<file path="config.mk">
export PLATFORM = sky130hd
export DESIGN_NAME = uart_rx_ctrl
export DESIGN_NICKNAME = d
export VERILOG_FILES = /design/src/rtl/uart_rx_ctrl.sv
export SDC_FILE = /design/constraint.sdc
export NUM_CORES = 1
export LEC_CHECK = 0
export ABC_AREA = 0
export CAP_MARGIN = 5
export CORE_AREA = 2 2 51 53
export CTS_CLUSTER_SIZE = 16
export DETAILED_ROUTE_END_ITERATION = 16
export DIE_AREA = 0 0 53 55
export PLACE_DENSITY = 0.77
export SLEW_MARGIN = 20
export SYNTH_ARGS = -nofsm -noshare
export SYNTH_HDL_FRONTEND = slang
export SYNTH_SLANG_ARGS = --single-unit
</file>
<file path="constraint.sdc">
create_clock -name clk -period 2.1 [get_ports clk]
set_clock_uncertainty 0.1 [all_clocks]
set_input_delay 0.42 -clock clk [delete_from_list [all_inputs] [get_ports clk]]
set_output_delay 0.42 -clock clk [all_outputs]
set_load 0.1 [all_outputs]
</file>
<file path="src/rtl/uart_rx_ctrl.sv">
// uart_rx_ctrl: UART receive sequencer. Synchronizes rx, qualifies the start
// bit at mid-bit, strobes an external shift register once per data bit, checks
// the stop bit and publishes the shifted byte with a one-cycle valid strobe.
// Optional build macro UART_RX_PARITY_EN inserts an even-parity bit after DATA.
module uart_rx_ctrl #(
  parameter int CLKS_PER_BIT = 16,
  parameter int DATA_BITS    = 8
) (
  input  logic                 clk,
  input  logic                 rst,
  input  logic                 rx,
  input  logic [DATA_BITS-1:0] sh_out,
  output logic                 sh_en,
  output logic                 sh_in,
  output logic [DATA_BITS-1:0] data,
  output logic                 valid,
  output logic                 frame_err,
  output logic                 busy
);

  localparam int CW = (CLKS_PER_BIT > 1) ? $clog2(CLKS_PER_BIT) : 1;
  localparam int BW = (DATA_BITS > 1) ? $clog2(DATA_BITS) : 1;
  localparam logic [CW-1:0] CNT_LAST = CW'(CLKS_PER_BIT - 1);
  localparam logic [CW-1:0] CNT_PRE  = CW'(CLKS_PER_BIT - 2);
  localparam logic [CW-1:0] CNT_HALF = CW'(CLKS_PER_BIT / 2 - 1);
  localparam logic [BW-1:0] BIT_LAST = BW'(DATA_BITS - 1);

`ifdef UART_RX_PARITY_EN
  typedef enum logic [2:0] {
    S_IDLE, S_START, S_DATA, S_STOP, S_BREAK, S_PARITY
  } state_t;
  localparam state_t AFTER_DATA = S_PARITY;
`else
  typedef enum logic [2:0] {
    S_IDLE, S_START, S_DATA, S_STOP, S_BREAK
  } state_t;
  localparam state_t AFTER_DATA = S_STOP;
`endif

  state_t        state;
  logic [CW-1:0] cnt;
  logic [BW-1:0] bit_cnt;
  logic          rx_m, rx_s;
  logic          stop_ok;

  // two-flop synchronizer, preset to the idle (high) line level
  always_ff @(posedge clk or negedge rst) begin
    if (!rst) begin
      rx_m <= 1'b1;
      rx_s <= 1'b1;
    end else begin
      rx_m <= rx;
      rx_s <= rx_m;
    end
  end

  assign sh_in = rx_s;
  assign busy  = (state != S_IDLE);

`ifdef UART_RX_PARITY_EN
  logic par, par_err;

  // running XOR of every captured data bit, then compared with the parity bit
  always_ff @(posedge clk or negedge rst) begin
    if (!rst) begin
      par     <= 1'b0;
      par_err <= 1'b0;
    end else if (state == S_IDLE) begin
      par     <= 1'b0;
      par_err <= 1'b0;
    end else if (state == S_DATA && cnt == CNT_LAST) begin
      par <= par ^ rx_s;
    end else if (state == S_PARITY && cnt == CNT_LAST) begin
      par_err <= par ^ rx_s;
    end
  end

  assign stop_ok = rx_s & ~par_err;
`else
  assign stop_ok = rx_s;
`endif

  // frame sequencer; strobes are registered so they last exactly one cycle
  always_ff @(posedge clk or negedge rst) begin
    if (!rst) begin
      state     <= S_IDLE;
      cnt       <= '0;
      bit_cnt   <= '0;
      data      <= '0;
      valid     <= 1'b0;
      frame_err <= 1'b0;
      sh_en     <= 1'b0;
    end else begin
      valid     <= 1'b0;
      frame_err <= 1'b0;
      sh_en     <= 1'b0;
      case (state)
        S_IDLE: begin
          cnt     <= '0;
          bit_cnt <= '0;
          if (!rx_s) state <= S_START;
        end
        S_START: begin
          if (cnt == CNT_HALF) begin
            cnt   <= '0;
            state <= rx_s ? S_IDLE : S_DATA;
          end else begin
            cnt <= cnt + 1'b1;
          end
        end
        S_DATA: begin
          // raised one count early so the pulse sits on the CNT_LAST cycle
          if (cnt == CNT_PRE) sh_en <= 1'b1;
          if (cnt == CNT_LAST) begin
            cnt <= '0;
            if (bit_cnt == BIT_LAST) begin
              bit_cnt <= '0;
              state   <= AFTER_DATA;
            end else begin
              bit_cnt <= bit_cnt + 1'b1;
            end
          end else begin
            cnt <= cnt + 1'b1;
          end
        end
`ifdef UART_RX_PARITY_EN
        S_PARITY: begin
          if (cnt == CNT_LAST) begin
            cnt   <= '0;
            state <= S_STOP;
          end else begin
            cnt <= cnt + 1'b1;
          end
        end
`endif
        S_STOP: begin
          if (cnt == CNT_LAST) begin
            cnt <= '0;
            if (stop_ok) begin
              data  <= sh_out;
              valid <= 1'b1;
            end else begin
              frame_err <= 1'b1;
            end
            // a low stop bit means the line may be held in break
            state <= rx_s ? S_IDLE : S_BREAK;
          end else begin
            cnt <= cnt + 1'b1;
          end
        end
        S_BREAK: begin
          if (rx_s) state <= S_IDLE;
        end
        default: state <= S_IDLE;
      endcase
    end
  end

endmodule

</file>
==> results of run 1 <==
-- worst min-delay path by stage --
stage | depth (start not counted) | to | from
5_1_grt | 0 | sh_in | rx_m
3_5_place_dp | 0 | sh_in | rx_m
4_1_cts | 0 | sh_in | rx_m
3_3_place_gp | 0 | sh_in | rx_m
2_1_floorplan | 0 | bit_cnt[0] | rst
6_report | 0 | sh_in | rx_m
-- sequential cells by signal (all words and copies together), names as in the netlist --
register   count
cnt            4
valid          1
bit_cnt        3
state          3
rx_m           1
frame_err      1
sh_in          1
sh_en          1
data           8
-- cell usage after synthesis, drive strengths merged (2+ instances only) --
cell type	n
a21oi	3
a31oi	3
and2	2
buf	3
clkbuf	3
dfrtp	21
dfstp	2
ha	4
inv	3
mux2	8
nand2	6
nand3	8
nand4	3
nor2	4
nor2b	3
o21ai	5
-- final cells by class --
cell class	count	area (sq um)	area share
multi-input combinational	64	470	0.343
tap	30	37.5	0.0274
clock inverter	1	5.00	0.00365
inverter	3	11.3	0.00822
timing repair buffer	26	245	0.179
clock buffer	3	22.5	0.0164
sequential	23	578	0.422
-- power by group through the flow --
stage	sequential, W	clock (W)	combinational [W]
after floorplan	0.000890	0	0.000439
after global placement	0.000690	0	0.000814
after detailed placement	0.000696	0	0.000829
after CTS	0.000686	0.000202	0.000831
after global routing	0.000705	0.000228	0.000889
final	0.000688	0.000194	0.000826
-- worst max-delay path, cell delays in order, from the launching register on --
cell and delay (ns):
dfrtp_1 0.53, or3_1 0.45, buf_12 0.19
-- logic make-up after synthesis --
group           after synthesis
compound gates               18
buf+inv                       9
flops                        23
simple gates                 32
fa+ha+maj                     4
mux                           9
xor+xnor                      1
-- per-stage QoR --
stage | hold slack [ns] | util | cells | cell area, sq um
after CTS | 0.266 | 0.579 | 150 | 1370
after global placement | 0.246 | 0.568 | 146 | 1340
final | 0.265 | 0.579 | 150 | 1370
after floorplan | 0.0244 | - | 96 | 1090
after detailed placement | 0.248 | 0.568 | 146 | 1340
after global routing | 0.274 | 0.579 | 150 | 1370
-- routing by layer --
| layer | wire (microns) | global-route usage | up-vias |
|---|---|---|---|
| li1 | - | - | 392 |
| met1 | 899 | 0.198 | 392 |
| met2 | 975 | 0.254 | 18 |
| met3 | 75 | 0.0242 | 2 |
| met4 | 10 | 0.0385 | 0 |
| met5 | 0 | 0 | - |
-- cell usage in the layout, fill, tap and decap left out, types with 2 or more instances in the layout --
master and count:
buf_12 2, clkdlybuf4s50_1 10, a31oi_1 3, buf_4 14
nand4_1 2, inv_1 3, clkbuf_4 3, dfrtp_1 21
nor2b_1 3, ha_1 4, a21oi_1 3, nand2_1 6
mux2_2 7, nand3_1 8, dfstp_2 2, o21ai_0 5
nor2_1 4
==> flow_metrics.py, run 1 <==
metrics = {
    "sta": {
        "setup_ws_ns": 0.108,
        "tightest_slew_ns": 0.378,
        "max_slew_margin": 0.748,
        "post-route-min-period_ns": 1.99,
        "rsz0062_at_grt": "false",
        "setup_viol": 0,
        "final.period_utilization": 0.948,
        "setup_tns_ns": 0,
        "timing.fmax_mhz": 502,
        "maxSlewViolCount": 0,
        "hold_viol_final": 0,
    },
    "clock_network": {
        "hold_buffers": 0,
        "cts-htree-levels": 1,
        "post-cts-setup-buffers": 0,
        "numCtsBuffers": 3,
        "cts_tree": "built",
        "clockBufferDepth": 2,
        "clkTransAtPathRegs_ns": 0.12,
        "cts_root_buf": "clkbuf_4",
        "cts_sinks": 23,
        "ctsResizeCount": 0,
        "clk_latency_ns": 0.30,
    },
    "run": {
        "cap_violations": 0,
    },
    "yosys": {
        "synth_top_area_cell": "dfrtp_1",
        "syn_area_sq_mm": 0.00109,
        "yosys.area.top_type_share": 0.482,
        "yosys.area_share.simple": 0.172,
        "synth_nets": 111,
        "ys_seq_area_frac": 0.530,
        "synthXorXnorAreaFrac": 0.00804,
        "yosys-top-cells-area": "dfrtp_1, mux2_2, dfstp_2",
        "yosysWarnings": 0,
        "synthArstFlopShare": 1.00,
        "synthCells": 96,
        "ys_seq_elements": 23,
        "synth_top_family_by_area": "simple AND/OR/NAND/NOR gates",
        "ys.flop_type": "dfrtp_1",
        "muxShareOfSynthArea": 0.0953,
        "yosysUniqueCellTypes": 36,
        "postSynthAreaPerCell_sq_um": 11.4,
        "yosys.area_share.adder": 0.0459,
        "synth-compound-area-share": 0.110,
        "synth-edff-count": 0,
    },
    "setup_path": {
        "rr_worst_depth": 3,
        "path_class": "reg2out",
        "worstPathArrival_ns": 1.47,
        "critical_path_required_ns": 1.58,
        "end_kind": "primary output",
        "cp-start-kind": "flip-flop",
        "crit-reg2reg-launch": "state[0]",
        "r2r_setup_slack_ns": 0.39,
        "cp-endpoint": "busy",
        "r2r_end": "data[5]",
        "cp-startpoint": "state[0]",
        "critPathMaxFanout": 13,
    },
    "pwr": {
        "switching_share": 0.474,
        "vdd_drop_max_mv": 0.582,
        "power_density_mw_per_mm2": 1250,
        "power_frac_seq": 0.403,
        "comb_power_share": 0.484,
        "clock_power_share": 0.114,
        "leakage_nw": 0.640,
        "p_switching_w": 0.000809,
        "p_int_w": 0.000899,
        "power_w": 0.00171,
    },
    "die": {
        "die_area_sq_mm": 0.00292,
        "initial_utilization": 0.461,
        "die_w_microns": 53,
        "core_sq_mm": 0.00236,
        "rows": 18,
        "dieHeight_microns": 55,
        "io_pins": 24,
    },
    "global_route": {
        "grt-ovfl-total": 0,
        "grt_pass1_wl_microns": 3200,
        "grt_pass1_vias": 724,
        "grt_max_degree": 24,
        "grt_use_total": 0.149,
        "antenna_found_initial": 0,
    },
    "status": {
        "run_status": "finished clean",
    },
    "route": {
        "final_antenna_net_count": 0,
        "wire_per_inst_microns": 13.1,
        "via_per_inst": 5.36,
        "vias": 804,
        "wirelength_microns": 1960,
        "route.detailed.drc": 0,
        "drtPass1Iterations": 4,
        "drt_iter0_drc": 19,
    },
    "final_layout": {
        "drive_above_1_share": 0.300,
        "fillers": 210,
        "area_delta_synth_final_pct": 25.7,
        "diodes": 0,
        "nets": 136,
    },
    "placed_design": {
        "hpwl_microns": 1490,
        "io_buffer_count": 23,
        "post-place-ws_ns": 0.423,
        "globalplace.congestion": 0.805,
    },
    "hold_path": {
        "hp-class": "reg2reg",
    },
}
Power figures use the tool's default switching activity.
==> inputs of run 2 (changes only) <==
Settings changed: ABC_AREA 0 to 1, CORE_AREA 2 2 51 53 to 2 2 50 52, DIE_AREA 0 0 53 55 to 0 0 52 54, PLACE_DENSITY 0.77 to 0.78, SETUP_SLACK_MARGIN from default to 0.05.
==> run 2 against run 1 <==
Worst hold slack worse by 0.0012 ns. Largest power group is now registers. Non-clock buffer count down 2. Synthesized area shrank 3.2%. Synthesized cell count is 19% higher. First-iteration DRC count down 47%. Fmax is 4.5% higher. Global-route usage increased by 1.2 points.
==> flow_metrics.py, run 2 <==
metrics = {
    "setup_path": {
        "critical_path_required_ns": 1.58,
        "cp-start-kind": "flip-flop",
        "critPathMaxFanout": 7,
        "end_kind": "primary output",
        "rr_worst_depth": 7,
        "path_class": "reg2out",
        "worstPathArrival_ns": 1.39,
        "r2r_setup_slack_ns": 0.56,
        "crit-reg2reg-launch": "cnt[1]",
        "r2r_end": "data[1]",
    },
    "route": {
        "final_antenna_net_count": 0,
        "vias": 827,
        "wirelength_microns": 2000,
        "drt_iter0_drc": 10,
        "wire_per_inst_microns": 11.6,
        "drtPass1Iterations": 4,
        "via_per_inst": 4.81,
        "route.detailed.drc": 0,
    },
    "placed_design": {
        "globalplace.congestion": 0.830,
        "hpwl_microns": 1550,
        "post-place-ws_ns": 0.469,
        "io_buffer_count": 23,
    },
    "die": {
        "core_sq_mm": 0.00232,
        "die_w_microns": 52,
        "dieHeight_microns": 54,
        "rows": 18,
        "io_pins": 24,
        "initial_utilization": 0.455,
        "die_area_sq_mm": 0.00281,
    },
    "sta": {
        "setup_ws_ns": 0.194,
        "tightest_slew_ns": 0.287,
        "rsz0062_at_grt": "false",
        "hold_viol_final": 0,
        "setup_tns_ns": 0,
        "final.period_utilization": 0.908,
        "setup_viol": 0,
        "timing.fmax_mhz": 525,
        "post-route-min-period_ns": 1.91,
        "max_slew_margin": 0.809,
        "maxSlewViolCount": 0,
    },
    "global_route": {
        "grt_pass1_vias": 817,
        "grt_pass1_wl_microns": 3400,
        "grt_max_degree": 24,
        "grt_use_total": 0.160,
        "grt-ovfl-total": 0,
        "antenna_found_initial": 0,
    },
    "pwr": {
        "vdd_drop_max_mv": 0.784,
        "leakage_nw": 0.633,
        "power_density_mw_per_mm2": 898,
    },
    "clock_network": {
        "cts_sinks": 23,
        "post-cts-setup-buffers": 0,
        "clockBufferDepth": 2,
        "clk_latency_ns": 0.30,
        "cts_tree": "built",
        "numCtsBuffers": 3,
        "cts_root_buf": "clkbuf_4",
        "clkTransAtPathRegs_ns": 0.12,
        "cts-htree-levels": 1,
    },
    "run": {
        "cap_violations": 0,
    },
    "final_layout": {
        "drive_above_1_share": 0.225,
        "diodes": 0,
        "final_cell_mix": "nand2_1, dfrtp_1, buf_4",
        "area_delta_synth_final_pct": 28.1,
        "reg_top3": "data: 8 flops, cnt: 4 flops",
        "regMostFlops": "data",
        "largest_reg_flops": 8,
        "nets": 158,
        "final_common_cell": "nand2_1",
    },
    "yosys": {
        "yosysMostFrequentCell": "nand2_1",
        "ys_top_cells_by_count": "nand2_1, dfrtp_1, nand3_1, inv_1, nor2_1",
        "synth_top_area_cell": "dfrtp_1",
        "synthCells": 114,
        "ys_seq_area_frac": 0.548,
        "yosys.area.top_type_share": 0.498,
        "ys_seq_elements": 23,
        "ys.flop_type": "dfrtp_1",
        "yosysWarnings": 0,
        "synthArstFlopShare": 1.00,
        "synth_nets": 129,
        "syn_area_sq_mm": 0.00105,
        "yosys-top-cells-area": "dfrtp_1, nand2_1, nand3_1",
        "yosysUniqueCellTypes": 24,
        "synth-edff-count": 0,
        "postSynthAreaPerCell_sq_um": 9.25,
    },
    "hold_path": {
        "hold_depth": 0,
        "hp-start": "rx_m",
        "hp-class": "reg2reg",
        "min_to": "sh_in",
    },
    "status": {
        "run_status": "finished clean",
    },
}
==> run 2: changes by cell type in the layout (fill, tap and decap cells not counted), sizes merged, moves of 3 or more <==
cell   before  now
mux2        8    0
inv         3    8
nand3       8   13
nand2       6   44
a31oi       3    0
nor2b       3    0
nand4       3    0
nor2        4    8
==> run 2: how the worst max path moves through the flow <==
stage,startpoint,end,slack [ns],cells after the start
after floorplan,state[2],bit_cnt[0],0.22,4
after global placement,state[2],busy,0.49,3
after detailed placement,state[2],busy,0.47,3
after CTS,state[2],busy,0.11,3
after global routing,state[2],busy,0.12,3
final,state[2],busy,0.19,3
==> run 2: critical path: stages, from the launching register on <==
cell     delay [ns]
dfrtp_1        0.48
nor2_2         0.23
nand2_1        0.18
buf_12         0.21
==> run 2: repair_timing <==
action / CTS / global route
hold buffers: 0 / 0
setup endpoints to repair: 0 / 1
gates resized for setup: 0 / 1
==> run 2: metal layers <==
metal / GRT usage / vias to the layer above / routed length (microns)
li1: - / 425 / -
met4: 0.0132 / 0 / 0
met1: 0.206 / 381 / 898
met3: 0.0389 / 0 / 111
met2: 0.285 / 21 / 988
met5: 0 / - / 0
==> run 2: layout make-up <==
cell class                 count  area, sq um
multi-input combinational     81          435
fill                         194          968
tap                           30         37.5
inverter                      10         43.8
sequential                    23          578
clock buffer                   4         26.3
timing repair buffer          24          230
==> run 2: cell families after synthesis <==
logic type / Yosys count / synth area share
adder cells (fa/ha/maj): 4 / 0.0475
buffers and inverters: 10 / 0.0415
AND/OR/NAND/NOR: 66 / 0.294
XOR/XNOR: 1 / 0.00831
flip-flops: 23 / 0.548
AO/OA/AOI/OAI: 10 / 0.0605
==> run 2: power breakdown <==
group	switching, W	internal, W	total [W]
registers	0.0000582	0.000487	0.000546
logic	0.000298	0.000168	0.000466
clock network	0.000128	0.0000739	0.000202
total	0.000485	0.000729	0.00121
==> run 2: stage by stage <==
step,total power [W],hold WS (ns),cell area (sq um),utilization,cells
after detailed placement,0.00102,0.247,1320,0.570,168
after floorplan,0.000879,0.0244,1050,-,114
after CTS,0.00122,0.265,1350,0.581,172
after global placement,0.00101,0.246,1320,0.570,168
after global routing,0.00129,0.272,1350,0.583,172
final,0.00121,0.263,1350,0.583,172
